==> config.mk <==
export PLATFORM = sky130hd
export DESIGN_NAME = midi_msg_decoder
export DESIGN_NICKNAME = d
export VERILOG_FILES = /design/src/rtl/midi_msg_decoder.sv
export SDC_FILE = /design/constraint.sdc
export NUM_CORES = 1
export LEC_CHECK = 0
export BUFFER_PORTS_ARGS = -buffer_cell sky130_fd_sc_hd__buf_2
export CORE_ASPECT_RATIO = 1.4
export CORE_UTILIZATION = 64
export DETAILED_ROUTE_END_ITERATION = 12
export PLACE_DENSITY = 0.88
export SKIP_LAST_GASP = 1
export SLEW_MARGIN = 20
export SYNTH_ARGS = -nofsm -noshare
export SYNTH_HDL_FRONTEND = slang
export SYNTH_SLANG_ARGS = --single-unit
==> constraint.sdc <==
create_clock -name CLOCK_25 -period 7.2 [get_ports CLOCK_25]
set_input_delay 0.72 -clock CLOCK_25 [delete_from_list [all_inputs] [get_ports CLOCK_25]]
set_output_delay 0.72 -clock CLOCK_25 [all_outputs]
set_load 0.1 [all_outputs]
==> src/rtl/midi_msg_decoder.sv <==
// MIDI byte-stream parser: running status, real-time pass-through, SysEx discard,
// channel-voice events delivered through a small valid/ready FIFO.
module midi_msg_decoder #(
  parameter int unsigned FIFO_DEPTH = 4,
  parameter int unsigned OMNI       = 1
) (
  input  logic       CLOCK_25,
  input  logic       reset_reg,
  input  logic       byteready,
  input  logic [7:0] midibyte,
  input  logic [3:0] midi_ch,
  output logic       ev_valid,
  input  logic       ev_ready,
  output logic [2:0] ev_type,
  output logic [3:0] ev_chan,
  output logic [6:0] ev_d1,
  output logic [6:0] ev_d2,
  output logic       rt_pulse,
  output logic [7:0] rt_byte,
  output logic       ovf
);

  localparam int unsigned AW = (FIFO_DEPTH > 1) ? $clog2(FIFO_DEPTH) : 1;
  localparam int unsigned EW = 21;

  typedef enum logic [1:0] {StIdle, StWaitD1, StWaitD2, StSysex} state_e;

  // Byte capture
  logic       sync1_q, sync2_q, sync3_q, primed_q, armed_q, cap_q;
  logic [7:0] byte_q;

  // armed_q stays low until the synchronized level has been seen low after reset,
  // so a byteready already high at reset release yields no strobe.
  always_ff @(posedge CLOCK_25) begin
    if (reset_reg) begin
      sync1_q  <= 1'b0;
      sync2_q  <= 1'b0;
      sync3_q  <= 1'b0;
      primed_q <= 1'b0;
      armed_q  <= 1'b0;
      cap_q    <= 1'b0;
      byte_q   <= 8'h00;
    end else begin
      sync1_q  <= byteready;
      sync2_q  <= sync1_q;
      sync3_q  <= sync2_q;
      primed_q <= 1'b1;
      armed_q  <= armed_q | (primed_q & ~sync1_q);
      cap_q    <= armed_q & sync2_q & ~sync3_q;
      if (armed_q & sync2_q & ~sync3_q) byte_q <= midibyte;
    end
  end

  // Parser
  state_e     state_q, state_d;
  logic [6:0] stat_q, stat_d, d1_q, d1_d;
  logic       is_rt, is_chst, is_data, one_byte;

  assign is_rt    = cap_q & (byte_q[7:3] == 5'b11111);
  assign is_chst  = cap_q & byte_q[7] & (byte_q[7:4] != 4'hF);
  assign is_data  = cap_q & ~byte_q[7];
  assign one_byte = (stat_q[6:4] == 3'd4) | (stat_q[6:4] == 3'd5);

  always_ff @(posedge CLOCK_25) begin
    if (reset_reg) begin
      state_q <= StIdle;
      stat_q  <= 7'd0;
      d1_q    <= 7'd0;
    end else begin
      state_q <= state_d;
      stat_q  <= stat_d;
      d1_q    <= d1_d;
    end
  end

  always_comb begin
    state_d = state_q;
    stat_d  = stat_q;
    d1_d    = d1_q;
    if (is_chst) begin
      state_d = StWaitD1;
      stat_d  = byte_q[6:0];
    end else if (cap_q & byte_q[7] & ~is_rt) begin
      state_d = (byte_q == 8'hF0) ? StSysex : StIdle;
    end else if (is_data) begin
      unique case (state_q)
        StWaitD1: begin
          d1_d = byte_q[6:0];
          if (!one_byte) state_d = StWaitD2;
        end
        StWaitD2: state_d = StWaitD1;
        default:  ;
      endcase
    end
  end

  logic          push_d, chan_ok;
  logic [6:0]    new_d1, new_d2;
  logic [2:0]    new_type;
  logic [EW-1:0] push_data_d;

  always_comb begin
    new_d1      = one_byte ? byte_q[6:0] : d1_q;
    new_d2      = one_byte ? 7'd0 : byte_q[6:0];
    // Note on with zero velocity is reported as note off.
    new_type    = ((stat_q[6:4] == 3'd1) && (new_d2 == 7'd0)) ? 3'd0 : stat_q[6:4];
    chan_ok     = (OMNI != 0) || (stat_q[3:0] == midi_ch);
    push_d      = is_data & chan_ok &
                  (((state_q == StWaitD1) & one_byte) | (state_q == StWaitD2));
    push_data_d = {new_type, stat_q[3:0], new_d1, new_d2};
  end

  logic          push_q, rt_pulse_q;
  logic [EW-1:0] push_data_q;
  logic [7:0]    rt_byte_q;

  always_ff @(posedge CLOCK_25) begin
    if (reset_reg) begin
      push_q      <= 1'b0;
      push_data_q <= '0;
      rt_pulse_q  <= 1'b0;
      rt_byte_q   <= 8'h00;
    end else begin
      push_q      <= push_d;
      push_data_q <= push_data_d;
      rt_pulse_q  <= is_rt;
      if (is_rt) rt_byte_q <= byte_q;
    end
  end

  // Event FIFO with a registered head stage
  logic [AW:0]   wptr_q, rptr_q, wptr_d, rptr_d;
  logic [EW-1:0] mem_q [FIFO_DEPTH];
  logic [EW-1:0] head_q;
  logic          ev_valid_q, ovf_q, full, pop, push_ok, nonempty_d;

  assign full       = (wptr_q[AW] != rptr_q[AW]) && (wptr_q[AW-1:0] == rptr_q[AW-1:0]);
  assign pop        = ev_valid_q & ev_ready;
  assign push_ok    = push_q & (~full | pop);
  assign wptr_d     = wptr_q + {{AW{1'b0}}, push_ok};
  assign rptr_d     = rptr_q + {{AW{1'b0}}, pop};
  assign nonempty_d = (wptr_d != rptr_d);

  always_ff @(posedge CLOCK_25) begin
    if (push_ok) mem_q[wptr_q[AW-1:0]] <= push_data_q;
  end

  always_ff @(posedge CLOCK_25) begin
    if (reset_reg) begin
      wptr_q     <= '0;
      rptr_q     <= '0;
      ev_valid_q <= 1'b0;
      head_q     <= '0;
      ovf_q      <= 1'b0;
    end else begin
      wptr_q     <= wptr_d;
      rptr_q     <= rptr_d;
      ev_valid_q <= nonempty_d;
      // Bypass when the next head is the entry being written this cycle.
      if (nonempty_d) head_q <= (push_ok && (wptr_q == rptr_d)) ? push_data_q
                                                                : mem_q[rptr_d[AW-1:0]];
      if (push_q & full & ~pop) ovf_q <= 1'b1;
    end
  end

  assign ev_valid = ev_valid_q;
  assign ev_type  = head_q[20:18];
  assign ev_chan  = head_q[17:14];
  assign ev_d1    = head_q[13:7];
  assign ev_d2    = head_q[6:0];
  assign rt_pulse = rt_pulse_q;
  assign rt_byte  = rt_byte_q;
  assign ovf      = ovf_q;

endmodule

==> flow_summary_export.csv, run 1 <==
group,metric,value,unit
run_status,status,"completed",
sta,rsz0062_at_grt,"no",
clock_tree,resized_cells_post_cts,0,
global_routing,grt_pass1_wl,19700,um
clock_tree,htree_num_levels,4,
job,cap_viol_max_count,0,
layout,nNetsFinal,514,
global_routing,pin_count_of_the_biggest_net_entering_global_routing,60,
power_and_ir_drop,power.ir.vdd_worst,216,uV
global_routing,globalRoute.totalOverflow,0,
logic_synthesis,number_of_synthesized_flops_with_an_enable_pin,84,
clock_tree,cts.hold.buffers_added,0,
floorplan,floorplan.rows,42,
global_routing,via_count_of_the_first_global_routing_pass,3829,
floorplan,io_pins,48,
logic_synthesis,synth_cells,450,
placement,gp_congestion,0.897,
setup_path,critPathSlowestCell,"sky130_fd_sc_hd__and3_1",
floorplan,die_x,86.6,um
logic_synthesis,synth_flop_cell,"sky130_fd_sc_hd__dfxtp_1",
clock_tree,tritoncts,"built",
logic_synthesis,yosys_warnings,0,
global_routing,grt_use_total,26.3,%
clock_tree,cts_num_sinks,174,
drt,routed_wire_length,12400,um
drt,ant_nets_after_route,0,
drt,drt-pass1-iter-count,5,
setup_path,worst_path_required,7.52,ns
floorplan,chipHeight,120,um
placement,post-dp-hpwl,7140,um
logic_synthesis,synth_area_leaders,"sky130_fd_sc_hd__edfxtp_1 39%, sky130_fd_sc_hd__dfxtp_1 28%, sky130_fd_sc_hd__mux4_2 7.4%, sky130_fd_sc_hd__mux2i_1 5.0%, sky130_fd_sc_hd__o2bb2ai_1 2.9%",
min_path,worstHoldPathCells,2,
setup_path,timing.critical_path.buf_inv,2,
placement,io_buffer_count,43,
sta,report.final.slew_viol_count,0,
sta,fmax,338,MHz
logic_synthesis,post_synthesis_cell_type_count,41,
power_and_ir_drop,cellPowerDensity,264,nW/um^2
setup_path,worst_setup_path_start_kind,"input pin",
sta,max_slew_margin,32.6,%
clock_tree,clock_path_buffers,2,
setup_path,critPathKind,"input pin to flop",
placement,postPlaceCellArea,6700,um^2
logic_synthesis,synth.ff_latch_count,174,
clock_tree,cts_inserted_buffers,17,
min_path,hp-start,"stat_q[4]$_SDFFE_PP0P_",
setup_path,critical_path_peak_fanout,24,
drt,drt_drc_violations_left,0,
clock_tree,post_cts_buffers,0,
logic_synthesis,post-synth-top-count-cell,"sky130_fd_sc_hd__dfxtp_1",
setup_path,crit_chain,"buf_2 > nand2_1 > inv_1 > ha_1 > ha_2 > xor2_1 > nor2_1 > and3_1 > o2bb2ai_1",
layout,antenna-diode-count,0,
setup_path,worst-r2r-setup-slack,4.27,ns
power_and_ir_drop,power.leakage,2.61,nW
setup_path,worstReg2RegEnd,"head_q[1]$_SDFFE_PP0P_",
drt,vias_per_cell,5.93,
setup_path,r2r_cells,8,
global_routing,antenna_violations_before_repair,0,
floorplan,core_area,9620,um^2
logic_synthesis,async_reset_ff_share,0,%
clock_tree,cts.clk_slew.worst_paths,0.06,ns
drt,drt-initial-drc-count,243,
clock_tree,clock_insertion_delay_worst_skew,0.42,ns
drt,dr_total_vias,3776,
sta,layout_worst_path_cycle_share,41.1,%
power_and_ir_drop,power,1.91,mW
logic_synthesis,syn_area_per_cell,14.2,um^2
logic_synthesis,mappedNetlistNets,472,
layout,drive_gt1_share,20.2,%
setup_path,worst-endpoint-arrival,3.28,ns
setup_path,cp_slowest_stage_delay,0.82,ns
sta,post-route-min-period,2.96,ns
setup_path,dominant_delay_contributor_by_cell_family_on_the_critical_path,"simple AND/OR/NAND/NOR gates",
min_path,hold_class,"flop to flop",
layout,syn_to_final_growth,13.2,%
logic_synthesis,synth_area_leader_cell,"sky130_fd_sc_hd__edfxtp_1",
floorplan,die_area,10400,um^2
sta,setup_violations,0,
logic_synthesis,syn-cell-area,6410,um^2
sta,timing_worst_slew_pin_value,1.01,ns
logic_synthesis,synth_common_cells,"90 x sky130_fd_sc_hd__dfxtp_1, 84 x sky130_fd_sc_hd__edfxtp_1, 37 x sky130_fd_sc_hd__nand2_1",
drt,wire_per_inst,19.5,um
layout,postLayoutCellArea,7250,um^2
clock_tree,root_buffer,"sky130_fd_sc_hd__clkbuf_16",
floorplan,floorplan.initialDensity,66.7,%
logic_synthesis,synth_seq_area_share,67.4,%
sta,total_count_of_hold_check_failures_in_the_final_report,0,
logic_synthesis,synth_top_area_share,39.3,%
setup_path,end_kind,"flop",
setup_path,regToRegStartpoint,"wptr_q[0]$_SDFF_PP0_",
sta,setup_total_negative_slack,0,ns
sta,skew,0.00798,ns
min_path,hold_end,"push_data_q[18]$_SDFF_PP0_",
## cells in the final DEF (no fill, tap or decap), types with 8 or more instances in the layout
cell                        Yosys  layout
sky130_fd_sc_hd__clkbuf_16      0      17
sky130_fd_sc_hd__o2bb2ai_1     21      21
sky130_fd_sc_hd__edfxtp_1      84      84
sky130_fd_sc_hd__dfxtp_1       90      90
sky130_fd_sc_hd__mux2i_1       32      32
sky130_fd_sc_hd__a21oi_1       21      21
sky130_fd_sc_hd__nor2_1        33      33
sky130_fd_sc_hd__nor2b_1       14      14
sky130_fd_sc_hd__buf_2          2      43
sky130_fd_sc_hd__mux4_2        21      21
sky130_fd_sc_hd__nand2_1       37      37
sky130_fd_sc_hd__and3_1         9       9
sky130_fd_sc_hd__nand3_1        8       8
## report_power, final
part	switching, mW	leakage, nW	internal (mW)
registers	0.00267	1.49	1.03
logic	0.0108	0.859	0.00464
clock network	0.348	0.263	0.517
## final cells by class
| cell class | count | area [um^2] |
|---|---|---|
| sequential | 174 | 4320 |
| fill | 572 | 2360 |
| multi-input combinational | 241 | 1920 |
| clock buffer | 24 | 462 |
| timing repair buffer | 48 | 253 |
| tap | 132 | 165 |
| clock inverter | 8 | 92.6 |
| inverter | 10 | 37.5 |
## worst max path at each step
stage	startpoint	to	slack, ns	cells after the start
after global placement	ev_ready	head_q[11]$_SDFFE_PP0P_	3.69	9
final	ev_ready	head_q[1]$_SDFFE_PP0P_	4.24	9
after detailed placement	ev_ready	head_q[4]$_SDFFE_PP0P_	3.59	9
after CTS	ev_ready	head_q[1]$_SDFFE_PP0P_	3.92	9
after floorplan	ev_valid$_SDFF_PP0_	mem_q[0][0]$_DFFE_PP_	3.72	3
after global routing	ev_ready	head_q[1]$_SDFFE_PP0P_	4.07	9
## kinds of logic after synthesis
group | after synthesis | share of synthesized area, %
flip-flops | 174 | 67.4
AND/OR/NAND/NOR | 117 | 8.59
AO/OA/AOI/OAI | 54 | 6.21
multiplexers | 53 | 12.4
buffers and inverters | 35 | 2.71
XOR/XNOR | 11 | 1.50
adder cells (fa/ha/maj) | 6 | 1.17
## metrics by stage
stage	utilization (%)	hold slack (ns)	std cells	setup WS (ns)
floorplan	-	0.414	450	3.72
finish	75.4	0.443	637	4.24
CTS	75.4	0.442	637	3.92
detailed placement	69.6	0.431	605	3.59
global placement	69.6	0.428	605	3.69
global route	75.4	0.465	637	4.07
## sequential cells by signal, summed over array words and instances, names as in the netlist, 2 cells and up
register	cells
stat_q	7
rptr_q	3
push_data_q	21
d1_q	7
state_q	2
mem_q	84
head_q	21
wptr_q	3
rt_byte	8
byte_q	8
## tightest hold or removal path: stages (launching register included)
cell                       delay [ns]
sky130_fd_sc_hd__dfxtp_1         0.31
sky130_fd_sc_hd__inv_1           0.05
sky130_fd_sc_hd__a311oi_1        0.04
## layer usage
| metal | track usage [%] | wire [um] |
|---|---|---|
| met5 | 0 | 0 |
| met4 | 11.1 | 295 |
| met3 | 6.01 | 539 |
| met2 | 45.5 | 6510 |
| met1 | 31.3 | 5060 |
Note: power is estimated with default switching activity, not from simulation.
==> run 2, diff against run 1 <==
--- a/config.mk
+++ b/config.mk
@@ -5,11 +5,12 @@
 export SDC_FILE = /design/constraint.sdc
 export NUM_CORES = 1
 export LEC_CHECK = 0
+export ABC_AREA = 1
 export BUFFER_PORTS_ARGS = -buffer_cell sky130_fd_sc_hd__buf_2
 export CORE_ASPECT_RATIO = 1.4
-export CORE_UTILIZATION = 64
+export CORE_UTILIZATION = 60
 export DETAILED_ROUTE_END_ITERATION = 12
-export PLACE_DENSITY = 0.88
+export PLACE_DENSITY = 0.83
 export SKIP_LAST_GASP = 1
 export SLEW_MARGIN = 20
 export SYNTH_ARGS = -nofsm -noshare
==> constraint.sdc (replaced) <==
create_clock -name CLOCK_25 -period 3.1 [get_ports CLOCK_25]
set_input_delay 0.31 -clock CLOCK_25 [delete_from_list [all_inputs] [get_ports CLOCK_25]]
set_output_delay 0.31 -clock CLOCK_25 [all_outputs]
set_load 0.1 [all_outputs]
==> run 2 against run 1 <==
  * Flip-flop and latch count did not move
  * Worst hold slack worse by 0.36 ns
  * Via count increased by 40%
  * Die area increased by 14%
  * Critical path type is now flop to flop
==> flow_summary_export.csv, run 2 <==
group,metric,value,unit
run_status,status,"completed",
sta,setup_total_negative_slack,0,ns
sta,setup_violations,0,
logic_synthesis,synth_area_leaders,"sky130_fd_sc_hd__edfxtp_1 37%, sky130_fd_sc_hd__dfxtp_1 26%, sky130_fd_sc_hd__nand2_1 11%, sky130_fd_sc_hd__nand3_1 6.9%, sky130_fd_sc_hd__inv_1 3.4%",
placement,post-dp-hpwl,9200,um
layout,syn_to_final_growth,13.6,%
power_and_ir_drop,netSwitchingFraction,19.1,%
layout,postLayoutCellArea,7800,um^2
logic_synthesis,mappedNetlistNets,755,
setup_path,end_kind,"flop",
logic_synthesis,synth_flop_cell,"sky130_fd_sc_hd__dfxtp_1",
drt,drt_drc_violations_left,0,
placement,dpl_worst_slack,0.516,ns
layout,largest_register_ffs,84,
global_routing,grt_pass1_wl,25100,um
sta,layout_worst_path_cycle_share,85.2,%
sta,skew,0.0121,ns
floorplan,die_x,92.4,um
logic_synthesis,syn_area_per_cell,9.37,um^2
power_and_ir_drop,cellPowerDensity,598,nW/um^2
sta,rsz0062_at_grt,"no",
min_path,hold_class,"input pin to flop",
clock_tree,cts.clk_slew.worst_paths,0.06,ns
drt,drt-initial-drc-count,583,
power_and_ir_drop,net-switching-power,893,uW
sta,fmax,379,MHz
power_and_ir_drop,power,4.66,mW
clock_tree,cts_inserted_buffers,17,
drt,ant_nets_after_route,0,
floorplan,die_area,11900,um^2
drt,vias_per_cell,5.72,
logic_synthesis,synth_top_area_share,36.7,%
clock_tree,clock_path_buffers,2,
logic_synthesis,syn-cell-area,6870,um^2
job,cap_viol_max_count,0,
setup_path,crit_chain,"inv_2 > nand2_1 > nand2_1 > nor2_2 > a21oi_2 > ha_1 > ha_1 > inv_1 > nand2_1 > a21oi_2 > nand2_2 > nor2_4 > nand2_1 > nand2_1",
layout,final_common_cell,"sky130_fd_sc_hd__nand2_1",
global_routing,antenna_violations_before_repair,0,
power_and_ir_drop,power_frac_comb,1.0,%
clock_tree,post_cts_buffers,0,
setup_path,critPathKind,"flop to flop",
logic_synthesis,number_of_synthesized_flops_with_an_enable_pin,84,
clock_tree,htree_num_levels,4,
clock_tree,root_buffer,"sky130_fd_sc_hd__clkbuf_16",
power_and_ir_drop,cell_internal_pwr,3.77,mW
clock_tree,tritoncts,"built",
drt,routed_wire_length,15400,um
global_routing,via_count_of_the_first_global_routing_pass,5147,
setup_path,cp_slowest_stage_delay,0.47,ns
floorplan,floorplan.rows,45,
global_routing,grt_use_total,27.9,%
setup_path,dominant_delay_contributor_by_cell_family_on_the_critical_path,"simple AND/OR/NAND/NOR gates",
logic_synthesis,yosys_warnings,0,
drt,dr_total_vias,5305,
drt,drt-pass1-iter-count,5,
clock_tree,resized_cells_post_cts,0,
sta,max_slew_margin,50.0,%
logic_synthesis,synth_area_leader_cell,"sky130_fd_sc_hd__edfxtp_1",
setup_path,worst_path_required,3.46,ns
setup_path,timing.critical_path.buf_inv,2,
layout,drive_gt1_share,14.1,%
layout,nNetsFinal,795,
setup_path,worst_setup_path_start_kind,"flop",
setup_path,cpMostUsedCell,"sky130_fd_sc_hd__nand2_1",
floorplan,chipHeight,129,um
logic_synthesis,post-synth-top-count-cell,"sky130_fd_sc_hd__nand2_1",
sta,post-route-min-period,2.64,ns
sta,report.final.slew_viol_count,0,
power_and_ir_drop,power.leakage,3.20,nW
clock_tree,clock_insertion_delay_worst_skew,0.43,ns
layout,final.fill_count,774,
logic_synthesis,async_reset_ff_share,0,%
floorplan,io_pins,48,
power_and_ir_drop,power.ir.vdd_worst,419,uV
placement,postPlaceCellArea,7180,um^2
floorplan,floorplan.initialDensity,62.5,%
placement,io_buffer_count,43,
floorplan,core_area,11000,um^2
drt,wire_per_inst,16.6,um
placement,gp_congestion,0.903,
power_and_ir_drop,power.share.sequential,51.5,%
sta,timing_worst_slew_pin_value,0.749,ns
layout,antenna-diode-count,0,
sta,total_count_of_hold_check_failures_in_the_final_report,0,
power_and_ir_drop,pwr-share-clk,47.5,%
clock_tree,cts_num_sinks,174,
logic_synthesis,synth_cells,733,
logic_synthesis,synth.ff_latch_count,174,
global_routing,globalRoute.totalOverflow,0,
setup_path,critical_path_peak_fanout,21,
global_routing,pin_count_of_the_biggest_net_entering_global_routing,43,
clock_tree,cts.hold.buffers_added,0,
logic_synthesis,synth_seq_area_share,63.0,%
setup_path,critPathSlowestCell,"sky130_fd_sc_hd__dfxtp_1",
logic_synthesis,post_synthesis_cell_type_count,30,
layout,layout_common_cells,"204 x sky130_fd_sc_hd__nand2_1, 95 x sky130_fd_sc_hd__nand3_1, 90 x sky130_fd_sc_hd__dfxtp_1, 84 x sky130_fd_sc_hd__edfxtp_1, 62 x sky130_fd_sc_hd__inv_1",
logic_synthesis,synth_common_cells,"204 x sky130_fd_sc_hd__nand2_1, 95 x sky130_fd_sc_hd__nand3_1, 90 x sky130_fd_sc_hd__dfxtp_1",
setup_path,worst-endpoint-arrival,3.00,ns
sta,finalWorstSetupSlack,0.459,ns
[run 2: cell types whose count changed after synthesis, moves of 9 or more]
cell and delta:
sky130_fd_sc_hd__a21oi_1 +11, sky130_fd_sc_hd__and3_1 -9, sky130_fd_sc_hd__inv_1 +55, sky130_fd_sc_hd__mux2i_1 -32, sky130_fd_sc_hd__mux4_2 -21, sky130_fd_sc_hd__nand2_1 +167, sky130_fd_sc_hd__nand3_1 +87, sky130_fd_sc_hd__nor2b_1 -14
sky130_fd_sc_hd__o21ai_0 +21, sky130_fd_sc_hd__o21ai_1 +20, sky130_fd_sc_hd__o2bb2ai_1 -21
[run 2: worst reg2reg max path, cell delays in order (launching register included)]
cell	delay, ns
sky130_fd_sc_hd__dfxtp_1	0.47
sky130_fd_sc_hd__inv_2	0.11
sky130_fd_sc_hd__nand2_1	0.08
sky130_fd_sc_hd__nand2_1	0.06
sky130_fd_sc_hd__nor2_2	0.14
sky130_fd_sc_hd__a21oi_2	0.09
sky130_fd_sc_hd__ha_1	0.20
sky130_fd_sc_hd__ha_1	0.30
sky130_fd_sc_hd__inv_1	0.08
sky130_fd_sc_hd__nand2_1	0.06
sky130_fd_sc_hd__a21oi_2	0.26
sky130_fd_sc_hd__nand2_2	0.10
sky130_fd_sc_hd__nor2_4	0.40
sky130_fd_sc_hd__nand2_1	0.13
sky130_fd_sc_hd__nand2_1	0.10
[run 2: cell families (layout without fill, tap and decap cells)]
| family | after synthesis | count (layout) | share of synthesized area [%] |
|---|---|---|---|
| flip-flops | 174 | 174 | 63.0 |
| adder cells (fa/ha/maj) | 6 | 6 | 1.09 |
| buffers and inverters | 104 | 157 | 6.58 |
| AND/OR/NAND/NOR | 363 | 363 | 22.4 |
| XOR/XNOR | 3 | 3 | 0.383 |
| AO/OA/AOI/OAI | 83 | 83 | 6.54 |
[run 2: path summary, 6_finish.rpt]
kind	cells past startpoint	start	endpoint	slack, ns
setup / recovery	14	wptr_q[1]$_SDFF_PP0_	head_q[15]$_SDFFE_PP0P_	0.46
hold / removal	3	byteready	sync1_q$_SDFF_PP0_	0.08
setup reg to reg	14	wptr_q[1]$_SDFF_PP0_	head_q[15]$_SDFFE_PP0P_	0.46
hold reg to reg	2	stat_q[1]$_SDFFE_PP0P_	push_data_q[15]$_SDFF_PP0_	0.43
[run 2: metal layers]
| metal | global-route usage (%) | routed length [um] |
|---|---|---|
| met1 | 32.0 | 5610 |
| met2 | 48.4 | 8010 |
| met3 | 5.97 | 1250 |
| met4 | 15.6 | 553 |
| met5 | 0 | 0 |
[run 2: final cells by class]
| cell class | count | area [um^2] | share of cell area [%] |
|---|---|---|---|
| Timing Repair Buffer | 56 | 313 | 4.01 |
| Sequential cell | 174 | 4320 | 55.5 |
| Clock inverter | 13 | 171 | 2.20 |
| Tap cell | 141 | 176 | 2.26 |
| Multi-Input combinational cell | 455 | 2110 | 27.1 |
| Inverter | 69 | 259 | 3.32 |
| Clock buffer | 19 | 443 | 5.68 |
[run 2: through the flow]
step           utilization [%]  cells  hold slack (ns)
6_report                  71.0    927           0.0849
5_1_grt                   71.0    927            0.101
4_1_cts                   71.0    927           0.0767
3_5_place_dp              65.4    895            0.428
3_3_place_gp              65.4    895            0.418
2_1_floorplan                -    733            0.404
[run 2: power by group through the flow]
stage               registers (mW)  logic, mW  clock network [mW]
detailed placement            2.45     0.0453                   0
finish                        2.40     0.0456                2.21
floorplan                     2.45     0.0314                   0
global route                  2.40     0.0513                2.31
global placement              2.45     0.0436                   0
CTS                           2.40     0.0459                2.23
